<file path="src/rtl/csa_pkg.sv">
// rtl/csa_pkg.sv - shared types and width helpers for the carry-save accumulator
//
// Purpose: FSM state type and the width helpers used to size the
// accumulator datapath and the operand counter.
package csa_pkg;

   // ACCUM: folding operands into the pair; HOLD: presenting the pair downstream.
   typedef enum logic {
      ACCUM = 1'b0,
      HOLD  = 1'b1
   } csa_state_t;

   // Accumulator width: operand width plus guard bits.
   function automatic int acc_w(input int n, input int guard);
      return n + guard;
   endfunction

   // Counter width able to hold the values 0..max_ops inclusive.
   function automatic int cnt_w(input int max_ops);
      return $clog2(max_ops + 1);
   endfunction

endpackage

</file>
<file path="src/rtl/csa_row.sv">
// rtl/csa_row.sv - full adder cell and W-bit 3:2 compressor row
//
// csa_fa: one full adder.
//   a, b, c  in   1   addends
//   s        out  1   sum bit
//   co       out  1   carry-out bit
//
// csa_row: W independent full adders with no carry chain between them.
//   a, b, c  in   W   three vectors to compress
//   s        out  W   bitwise sum
//   co       out  W   bitwise carry, not yet shifted (the caller weights it by 2)
module csa_fa (
   input  logic a,
   input  logic b,
   input  logic c,
   output logic s,
   output logic co
);

   assign s  = a ^ b ^ c;
   assign co = (a & b) | (a & c) | (b & c);

endmodule

module csa_row #(
   parameter int W = 12
) (
   input  logic [W-1:0] a,
   input  logic [W-1:0] b,
   input  logic [W-1:0] c,
   output logic [W-1:0] s,
   output logic [W-1:0] co
);

   for (genvar i = 0; i < W; i++) begin : g_fa
      csa_fa u_fa (
         .a  (a[i]),
         .b  (b[i]),
         .c  (c[i]),
         .s  (s[i]),
         .co (co[i])
      );
   end

endmodule

</file>
<file path="src/rtl/csa_accumulator.sv">
// rtl/csa_accumulator.sv - multi-operand carry-save accumulator with group handshake
//
// Purpose: folds a stream of N-bit unsigned operands into a redundant sum/carry
// pair, one 3:2 compressor row per accepted operand, and presents the pair to a
// downstream ripple adder when the group closes (in_last or MAX_OPS reached).
//   clk        in   1       rising-edge clock
//   rst_n      in   1       asynchronous active-low reset
//   in_valid   in   1       operand valid
//   in_ready   out  1       high in ACCUM
//   in_data    in   N       operand, zero-extended to ACC_W
//   in_last    in   1       accepted operand closes the group
//   out_valid  out  1       high in HOLD
//   out_ready  in   1       downstream takes the pair
//   out_sum    out  ACC_W   redundant sum vector
//   out_carry  out  ACC_W   redundant carry vector, already weighted by 2
//   out_count  out  CNT_W   operands in the group
//   out_ovf    out  1       group force-closed at MAX_OPS without in_last
module csa_accumulator
   import csa_pkg::*;
#(
   parameter  int N       = 8,
   parameter  int GUARD   = 4,
   parameter  int MAX_OPS = 16,
   localparam int ACC_W   = acc_w(N, GUARD),
   localparam int CNT_W   = cnt_w(MAX_OPS)
) (
   input  logic             clk,
   input  logic             rst_n,
   input  logic             in_valid,
   output logic             in_ready,
   input  logic [N-1:0]     in_data,
   input  logic             in_last,
   output logic             out_valid,
   input  logic             out_ready,
   output logic [ACC_W-1:0] out_sum,
   output logic [ACC_W-1:0] out_carry,
   output logic [CNT_W-1:0] out_count,
   output logic             out_ovf
);

   csa_state_t       state_q, state_d;
   logic [ACC_W-1:0] sum_q,   sum_d;
   logic [ACC_W-1:0] carry_q, carry_d;
   logic [CNT_W-1:0] count_q, count_d;
   logic             ovf_q,   ovf_d;

   logic [ACC_W-1:0] operand;
   logic [ACC_W-1:0] row_s;
   logic [ACC_W-1:0] row_co;
   logic [CNT_W-1:0] count_inc;
   logic             accept;
   logic             full_close;

   assign operand   = {{GUARD{1'b0}}, in_data};
   assign count_inc = count_q + CNT_W'(1);
   assign accept    = (state_q == ACCUM) && in_valid;
   // This accept brings the group to MAX_OPS operands, closing it regardless of in_last.
   assign full_close = (count_inc == CNT_W'(MAX_OPS));

   csa_row #(
      .W (ACC_W)
   ) u_row (
      .a  (sum_q),
      .b  (carry_q),
      .c  (operand),
      .s  (row_s),
      .co (row_co)
   );

   // The top carry bit would weigh 2^ACC_W, so it drops out modulo 2^ACC_W.
   logic unused_co_msb;
   assign unused_co_msb = row_co[ACC_W-1];

   always_comb begin
      state_d = state_q;
      sum_d   = sum_q;
      carry_d = carry_q;
      count_d = count_q;
      ovf_d   = ovf_q;
      case (state_q)
         ACCUM: begin
            if (accept) begin
               sum_d   = row_s;
               carry_d = {row_co[ACC_W-2:0], 1'b0};
               count_d = count_inc;
               if (in_last || full_close) begin
                  state_d = HOLD;
                  ovf_d   = full_close && !in_last;
               end
            end
         end
         HOLD: begin
            // Clearing on the handshake edge makes the next group start from zero
            // without an extra idle cycle in ACCUM.
            if (out_ready) begin
               state_d = ACCUM;
               sum_d   = '0;
               carry_d = '0;
               count_d = '0;
               ovf_d   = 1'b0;
            end
         end
         default: begin
            state_d = ACCUM;
         end
      endcase
   end

   always_ff @(posedge clk or negedge rst_n) begin
      if (!rst_n) begin
         state_q <= ACCUM;
         sum_q   <= '0;
         carry_q <= '0;
         count_q <= '0;
         ovf_q   <= 1'b0;
      end else begin
         state_q <= state_d;
         sum_q   <= sum_d;
         carry_q <= carry_d;
         count_q <= count_d;
         ovf_q   <= ovf_d;
      end
   end

   assign in_ready  = (state_q == ACCUM);
   assign out_valid = (state_q == HOLD);
   assign out_sum   = sum_q;
   assign out_carry = carry_q;
   assign out_count = count_q;
   assign out_ovf   = ovf_q;

endmodule

</file>
<file path="config.mk">
export PLATFORM = sky130hd
export DESIGN_NAME = csa_accumulator
export DESIGN_NICKNAME = d
export VERILOG_FILES = /design/src/rtl/csa_pkg.sv /design/src/rtl/csa_row.sv /design/src/rtl/csa_accumulator.sv
export SDC_FILE = /design/constraint.sdc
export NUM_CORES = 1
export LEC_CHECK = 0
export ABC_AREA = 1
export BUFFER_PORTS_ARGS = -buffer_cell sky130_fd_sc_hd__buf_4
export CORE_ASPECT_RATIO = 0.75
export CORE_MARGIN = 2
export CORE_UTILIZATION = 30
export DETAILED_ROUTE_END_ITERATION = 7
export GPL_ROUTABILITY_DRIVEN = 0
export GPL_TIMING_DRIVEN = 0
export PLACE_DENSITY = 0.52
export SLEW_MARGIN = 20
export SYNTH_ARGS = -nofsm -noshare
export SYNTH_HDL_FRONTEND = slang
export SYNTH_HIERARCHICAL = 1
export SYNTH_SLANG_ARGS = --single-unit
</file>
<file path="constraint.sdc">
create_clock -name clk -period 1.9 [get_ports clk]
set_input_delay 0.095 -clock clk [delete_from_list [all_inputs] [get_ports clk]]
set_output_delay 0.095 -clock clk [all_outputs]
set_load 0.1 [all_outputs]
</file>
==> results of run 1 <==
## critical path, stage by stage (launching register included)
cell and delay, ns:
dfrtp_2 0.44, ha_1 0.24, nand2_1 0.07, inv_1 0.06
nand3_1 0.06, nand3_1 0.07, nor2_1 0.15, nor2_1 0.06
nor2_1 0.08
## through the flow
step	util, %	cells	hold WS [ns]
after floorplan	-	114	-0.2006
after global placement	40.84	214	0.04550
after detailed placement	40.84	214	0.05039
after CTS	43.63	223	0.05880
after global routing	43.63	223	0.07235
final	43.63	223	0.06274
## metal layers
layer | part of all wire (%) | wire [µm]
met5 | 0 | 0
met4 | 1.5 | 50
met3 | 5.5 | 181
met2 | 45 | 1472
met1 | 48 | 1595
## final cells by class
class,instances,area (µm²),area share [%]
inverter,7,26.28,1.332
buffer,6,56.30,2.855
clock buffer,7,86.33,4.378
sequential,30,754.5,38.26
multi-input combinational,71,614.3,31.15
clock inverter,1,30.03,1.523
timing repair buffer,44,332.8,16.88
tap,57,71.32,3.617
## logic make-up after synthesis
kind of cell	Yosys count
compound gates	30
flops	30
fa+ha+maj	13
simple gates	22
buf+inv	13
other cells	1
## worst min-delay path by stage
stage	to	slack, ns	depth (start not counted)
6_report	out_ovf$_DFFE_PN0P_	0.06	4
5_1_grt	out_ovf$_DFFE_PN0P_	0.07	4
4_1_cts	out_ovf$_DFFE_PN0P_	0.06	4
3_5_place_dp	out_sum[4]$_DFFE_PN0P_	0.05	1
3_3_place_gp	out_sum[3]$_DFFE_PN0P_	0.05	1
2_1_floorplan	out_carry[10]$_DFFE_PN0P_	-0.20	0
## Yosys cell counts
library cell | number | area, µm²
nand4_1 | 1 | 6.260
and2_1 | 1 | 6.260
or2_1 | 1 | 6.260
a21oi_1 | 1 | 5.000
o21ai_0 | 5 | 25.02
inv_2 | 3 | 11.26
conb_1 | 1 | 3.750
ha_1 | 1 | 12.51
nand2_2 | 1 | 6.260
nand3_1 | 5 | 25.02
buf_6 | 3 | 33.78
a22o_1 | 24 | 210.2
fa_1 | 12 | 240.2
inv_1 | 4 | 15.01
dfrtp_1 | 30 | 750.7
nor2_1 | 4 | 15.01
nand2_1 | 9 | 33.78
buf_4 | 3 | 22.52
## state kept, by name, summed over array words and instances, names as in the netlist
register   count
out_sum       12
out_carry     11
out_count      5
out_ovf        1
out_valid      1
## what timing repair did
item                       in CTS  in global routing
hold endpoints to repair       30                  0
hold buffers                    1                  0
setup endpoints to repair       0                  0
==> reports/results.ini, run 1 <==
[synthesis]
netlist_area_um2=1429
synth_top_family_by_area=adder cells
synth.area.mux_share_pct=0
yosysSeqAreaShare_pct=52.54
ys_warn_count=6
syn_area_per_cell_um2=13.11
yosys.area_share.adder_pct=17.69
synth_seq_cells=30
synth-simple-area-share_pct=6.918
synth_compound_area_share_pct=16.81
synth-xor-area-share_pct=0
synth.distinct_cells=18
synthCells=109

[cts]
cts_max_level=2
path_clk_slew_ns=0.07
post_cts_buffers=0
tritoncts=yes
clock-sinks=30
numCtsBuffers=5
cts_resized=0
clock_path_buffers=2
clk_latency_ns=0.28
root_buffer=clkbuf_8

[routing]
dr.pass1.iters=4
vias=1064
route.detailed.drc=0
wire_per_inst_um=14.79
vias_per_cell=4.771
postRouteAntennaNets=0
drt_iter0_drc=42
wl_um=3298

[hold_path]
hp-start=in_last
hold_class=input port to flop

[die]
dieArea_um2=5337
rows=21
pin_count=45
dieHeight_um=63.77
floorplan.initialDensity_pct=31.62
core-area_um2=4519
die_w_um=83.69

[setup_path]
critical_path.endpoint_type=flop
cp_data_required_time_ns=2.11
worstReg2RegEnd=out_ovf$_DFFE_PN0P_
start_kind=flop
reg2reg_setup_slack_ns=0.60
r2r_cells=8
cp_max_fo=6
worstPathArrival_ns=1.52
r2r_start=out_count[0]$_DFFE_PN0P_
endpoint=out_ovf$_DFFE_PN0P_
startpoint=out_count[0]$_DFFE_PN0P_
path_class=flop to flop

[grt]
gr-usage-met1_pct=19.32
antenna_found_initial=0
busiest_layer=met2
grt_use_met2_pct=19.40
grt_usage_pct=13.59
grt_pass1_vias=1077
grt_use_met3_pct=4.134
grt_pass1_wl_um=5540
grt_max_degree=31
overflow=0

[timing]
slew_viol_final=0
finClkSkew_ns=0.009039
setup_tns_ns=0
hold_viol=0
rsz0062_at_grt=false
fin_crit_sh_pct=68.66
layout_setup_ws_ns=0.5955
post-route-min-period_ns=1.304
final-setup-viol-count=0
max_freq_mhz=766.6

[placed_design]
place_area_um2=1846
dp_slack_ns=0.6099
buffer_ports.inserted=43
dp_hpwl_um=2400

[finish]
final_cell_mix=buf_4, dfrtp_1, a22o_1
syn2layout_area_growth_pct=38.00
drive_gt1_share_pct=37.95
fin_area_um2=1972
fillCellCount=450
layout_commonest_cell=buf_4
diodes=0
fin_nets=191

[run]
maxCapViolCount=0

[outcome]
outcome=finished, final reports clean

Power of run 1 is not shown: default switching activity piles up to over one toggle a cycle in this logic, so the estimate is an artifact.
==> run 2: changes to the inputs <==
--- a/config.mk
+++ b/config.mk
@@ -13,7 +13,7 @@
 export DETAILED_ROUTE_END_ITERATION = 7
 export GPL_ROUTABILITY_DRIVEN = 0
 export GPL_TIMING_DRIVEN = 0
-export PLACE_DENSITY = 0.52
+export PLACE_DENSITY = 0.54
 export SLEW_MARGIN = 20
 export SYNTH_ARGS = -nofsm -noshare
 export SYNTH_HDL_FRONTEND = slang
==> constraint.sdc (replaced) <==
create_clock -name clk -period 1.1 [get_ports clk]
set_input_delay 0.055 -clock clk [delete_from_list [all_inputs] [get_ports clk]]
set_output_delay 0.055 -clock clk [all_outputs]
set_load 0.1 [all_outputs]
==> run 2 against run 1 <==
  * The flow now finishes with violations (setup timing)
  * First-iteration DRC count down 9.5%
  * Clock skew decreased by 0.0024 ns
  * Die area stayed put
  * Critical endpoint is now out_sum[7]$_DFFE_PN0P_
==> reports/results.ini, run 2 (same netlist as run 1, synthesis figures left out) <==
[outcome]
outcome=finished, violations left  ; was finished, final reports clean
violations=setup timing

[hold_path]
hold_depth=4  ; unchanged
hold_class=input port to flop  ; unchanged

[die]
rows=21  ; unchanged
dieHeight_um=63.77  ; unchanged
dieArea_um2=5337  ; unchanged
floorplan.initialDensity_pct=31.62  ; unchanged
pin_count=45  ; unchanged
die_w_um=83.69  ; unchanged
core-area_um2=4519  ; unchanged

[finish]
multiInputGateArea_um2=735.7  ; was 614.3 µm²
syn2layout_area_growth_pct=108.6  ; was 38.00%
fillCellCount=347  ; was 450
drive_gt1_share_pct=74.63  ; was 37.95%
final_cell_mix=buf_4, buf_12, dfrtp_4  ; was buf_4, dfrtp_1, a22o_1
diodes=0  ; unchanged
layout_commonest_cell=buf_4  ; unchanged
ff_latch_area_um2=852.1  ; was 754.5 µm²
fin_nets=230  ; was 191
largest_register_ffs=12  ; unchanged

[placed_design]
dp_slack_ns=-0.2303  ; was 0.6099 ns
buffer_ports.inserted=43  ; unchanged
dp_hpwl_um=2490  ; was 2400 µm

[setup_path]
r2r_cells=2  ; was 8
worstPathArrival_ns=1.45  ; was 1.52 ns
r2r_start=out_carry[7]$_DFFE_PN0P_  ; was out_count[0]$_DFFE_PN0P_
worstReg2RegEnd=out_sum[7]$_DFFE_PN0P_  ; was out_ovf$_DFFE_PN0P_
path_class=flop to flop  ; unchanged
reg2reg_setup_slack_ns=-0.19  ; was 0.60 ns
startpoint=out_carry[7]$_DFFE_PN0P_  ; was out_count[0]$_DFFE_PN0P_
critical_path.endpoint_type=flop  ; unchanged
start_kind=flop  ; unchanged
cp_data_required_time_ns=1.27  ; was 2.11 ns
cp_max_fo=2  ; was 6
endpoint=out_sum[7]$_DFFE_PN0P_  ; was out_ovf$_DFFE_PN0P_

[routing]
drt_iter0_drc=38  ; was 42
wl_um=4532  ; was 3298 µm
dr.pass1.iters=4  ; unchanged
wire_per_inst_um=17.30  ; was 14.79 µm
postRouteAntennaNets=0  ; unchanged
vias_per_cell=4.775  ; was 4.771
route.detailed.drc=0  ; unchanged
vias=1251  ; was 1064

[cts]
clock_path_buffers=2  ; unchanged
tritoncts=yes  ; unchanged
numCtsBuffers=5  ; unchanged
clock-sinks=30  ; unchanged
path_clk_slew_ns=0.07  ; about the same
clk_latency_ns=0.28  ; about the same
root_buffer=clkbuf_8  ; unchanged
cts_max_level=2  ; unchanged

[grt]
grt_use_met3_pct=4.910  ; was 4.134%
gr-usage-met1_pct=23.41  ; was 19.32%
antenna_found_initial=0  ; unchanged
busiest_layer=met2  ; unchanged
overflow=0  ; unchanged
grt_max_degree=31  ; unchanged
grt_use_met2_pct=29.70  ; was 19.40%
grt_pass1_wl_um=7396  ; was 5540 µm
grt_pass1_vias=1388  ; was 1077
grt_usage_pct=17.84  ; was 13.59%

[timing]
max_freq_mhz=777.9  ; was 766.6 MHz
fin_crit_sh_pct=116.9  ; was 68.66%
slew_viol_final=0  ; unchanged
hold_slack_ns=0.02899  ; was 0.06274 ns
layout_setup_ws_ns=-0.1856  ; was 0.5955 ns
post-route-min-period_ns=1.286  ; was 1.304 ns
hold_viol=0  ; unchanged
rsz0062_at_grt=true  ; was false
finClkSkew_ns=0.006613  ; was 0.009039 ns
final-setup-viol-count=53  ; was 0

[run]
maxCapViolCount=0  ; unchanged

==> run 2: changes by cell type in the layout (fill, tap and decap cells not counted), moves of 7 or more <==
cell | previous run | this run
dfrtp_1 | 27 | 1
buf_6 | 3 | 24
fa_1 | 12 | 2
dfrtp_4 | 0 | 26
buf_12 | 0 | 26
nand2_1 | 9 | 2
buf_4 | 46 | 32
fa_2 | 0 | 10
==> run 2: timing repair <==
action / 4_1_cts / 5_1_grt
pin swaps: 22 / 12
hold endpoints to repair: 30 / 0
gates resized for setup: 121 / 21
endpoints found under the setup margin: 34 / 55
hold buffers: 1 / 0
buffers inserted: 26 / 16
gates cloned: 2 / 2
==> run 2: through the flow <==
| stage | std cells | utilization [%] | setup TNS (ns) | cell area [µm²] |
|---|---|---|---|---|
| floorplan | 114 | - | -10.06 | 1592 |
| global placement | 214 | 43.94 | -4.865 | 1986 |
| detailed placement | 214 | 43.94 | -5.551 | 1986 |
| CTS | 251 | 62.21 | -4.917 | 2811 |
| global route | 262 | 65.95 | -6.416 | 2980 |
| finish | 262 | 65.95 | -4.805 | 2980 |
==> run 2: final cells by class <==
| type | count | share of cell area, % |
|---|---|---|
| well taps | 57 | 2.393 |
| clock buffers | 7 | 2.897 |
| plain buffers | 6 | 2.981 |
| clock inverters | 1 | 0.1679 |
| inverters | 7 | 1.805 |
| flip-flops and latches | 30 | 28.59 |
| repair buffers | 83 | 36.48 |
| multi-input cells | 71 | 24.69 |
==> run 2: how the worst min path moves through the flow <==
| stage | from | endpoint | slack, ns |
|---|---|---|---|
| finish | in_last | out_ovf$_DFFE_PN0P_ | 0.03 |
| global route | in_last | out_ovf$_DFFE_PN0P_ | 0.06 |
| CTS | in_last | out_ovf$_DFFE_PN0P_ | 0.02 |
| detailed placement | rst_n | out_carry[4]$_DFFE_PN0P_ | 0.01 |
| global placement | rst_n | out_sum[3]$_DFFE_PN0P_ | 0.008 |
| floorplan | rst_n | out_count[2]$_DFFE_PN0P_ | -0.24 |
==> run 2: worst max-delay path, cell delays in order (launching register included) <==
cell     delay [ns]
dfrtp_4        0.49
fa_2           0.45
a22o_1         0.24
==> run 2: routing by layer <==
| layer | vias up | share of wire [%] |
|---|---|---|
| li1 | 567 | - |
| met1 | 643 | 42 |
| met2 | 36 | 52 |
| met3 | 5 | 5.5 |
| met4 | 0 | 0.90 |
| met5 | - | 0 |
Power of run 2 is left out for the same reason.
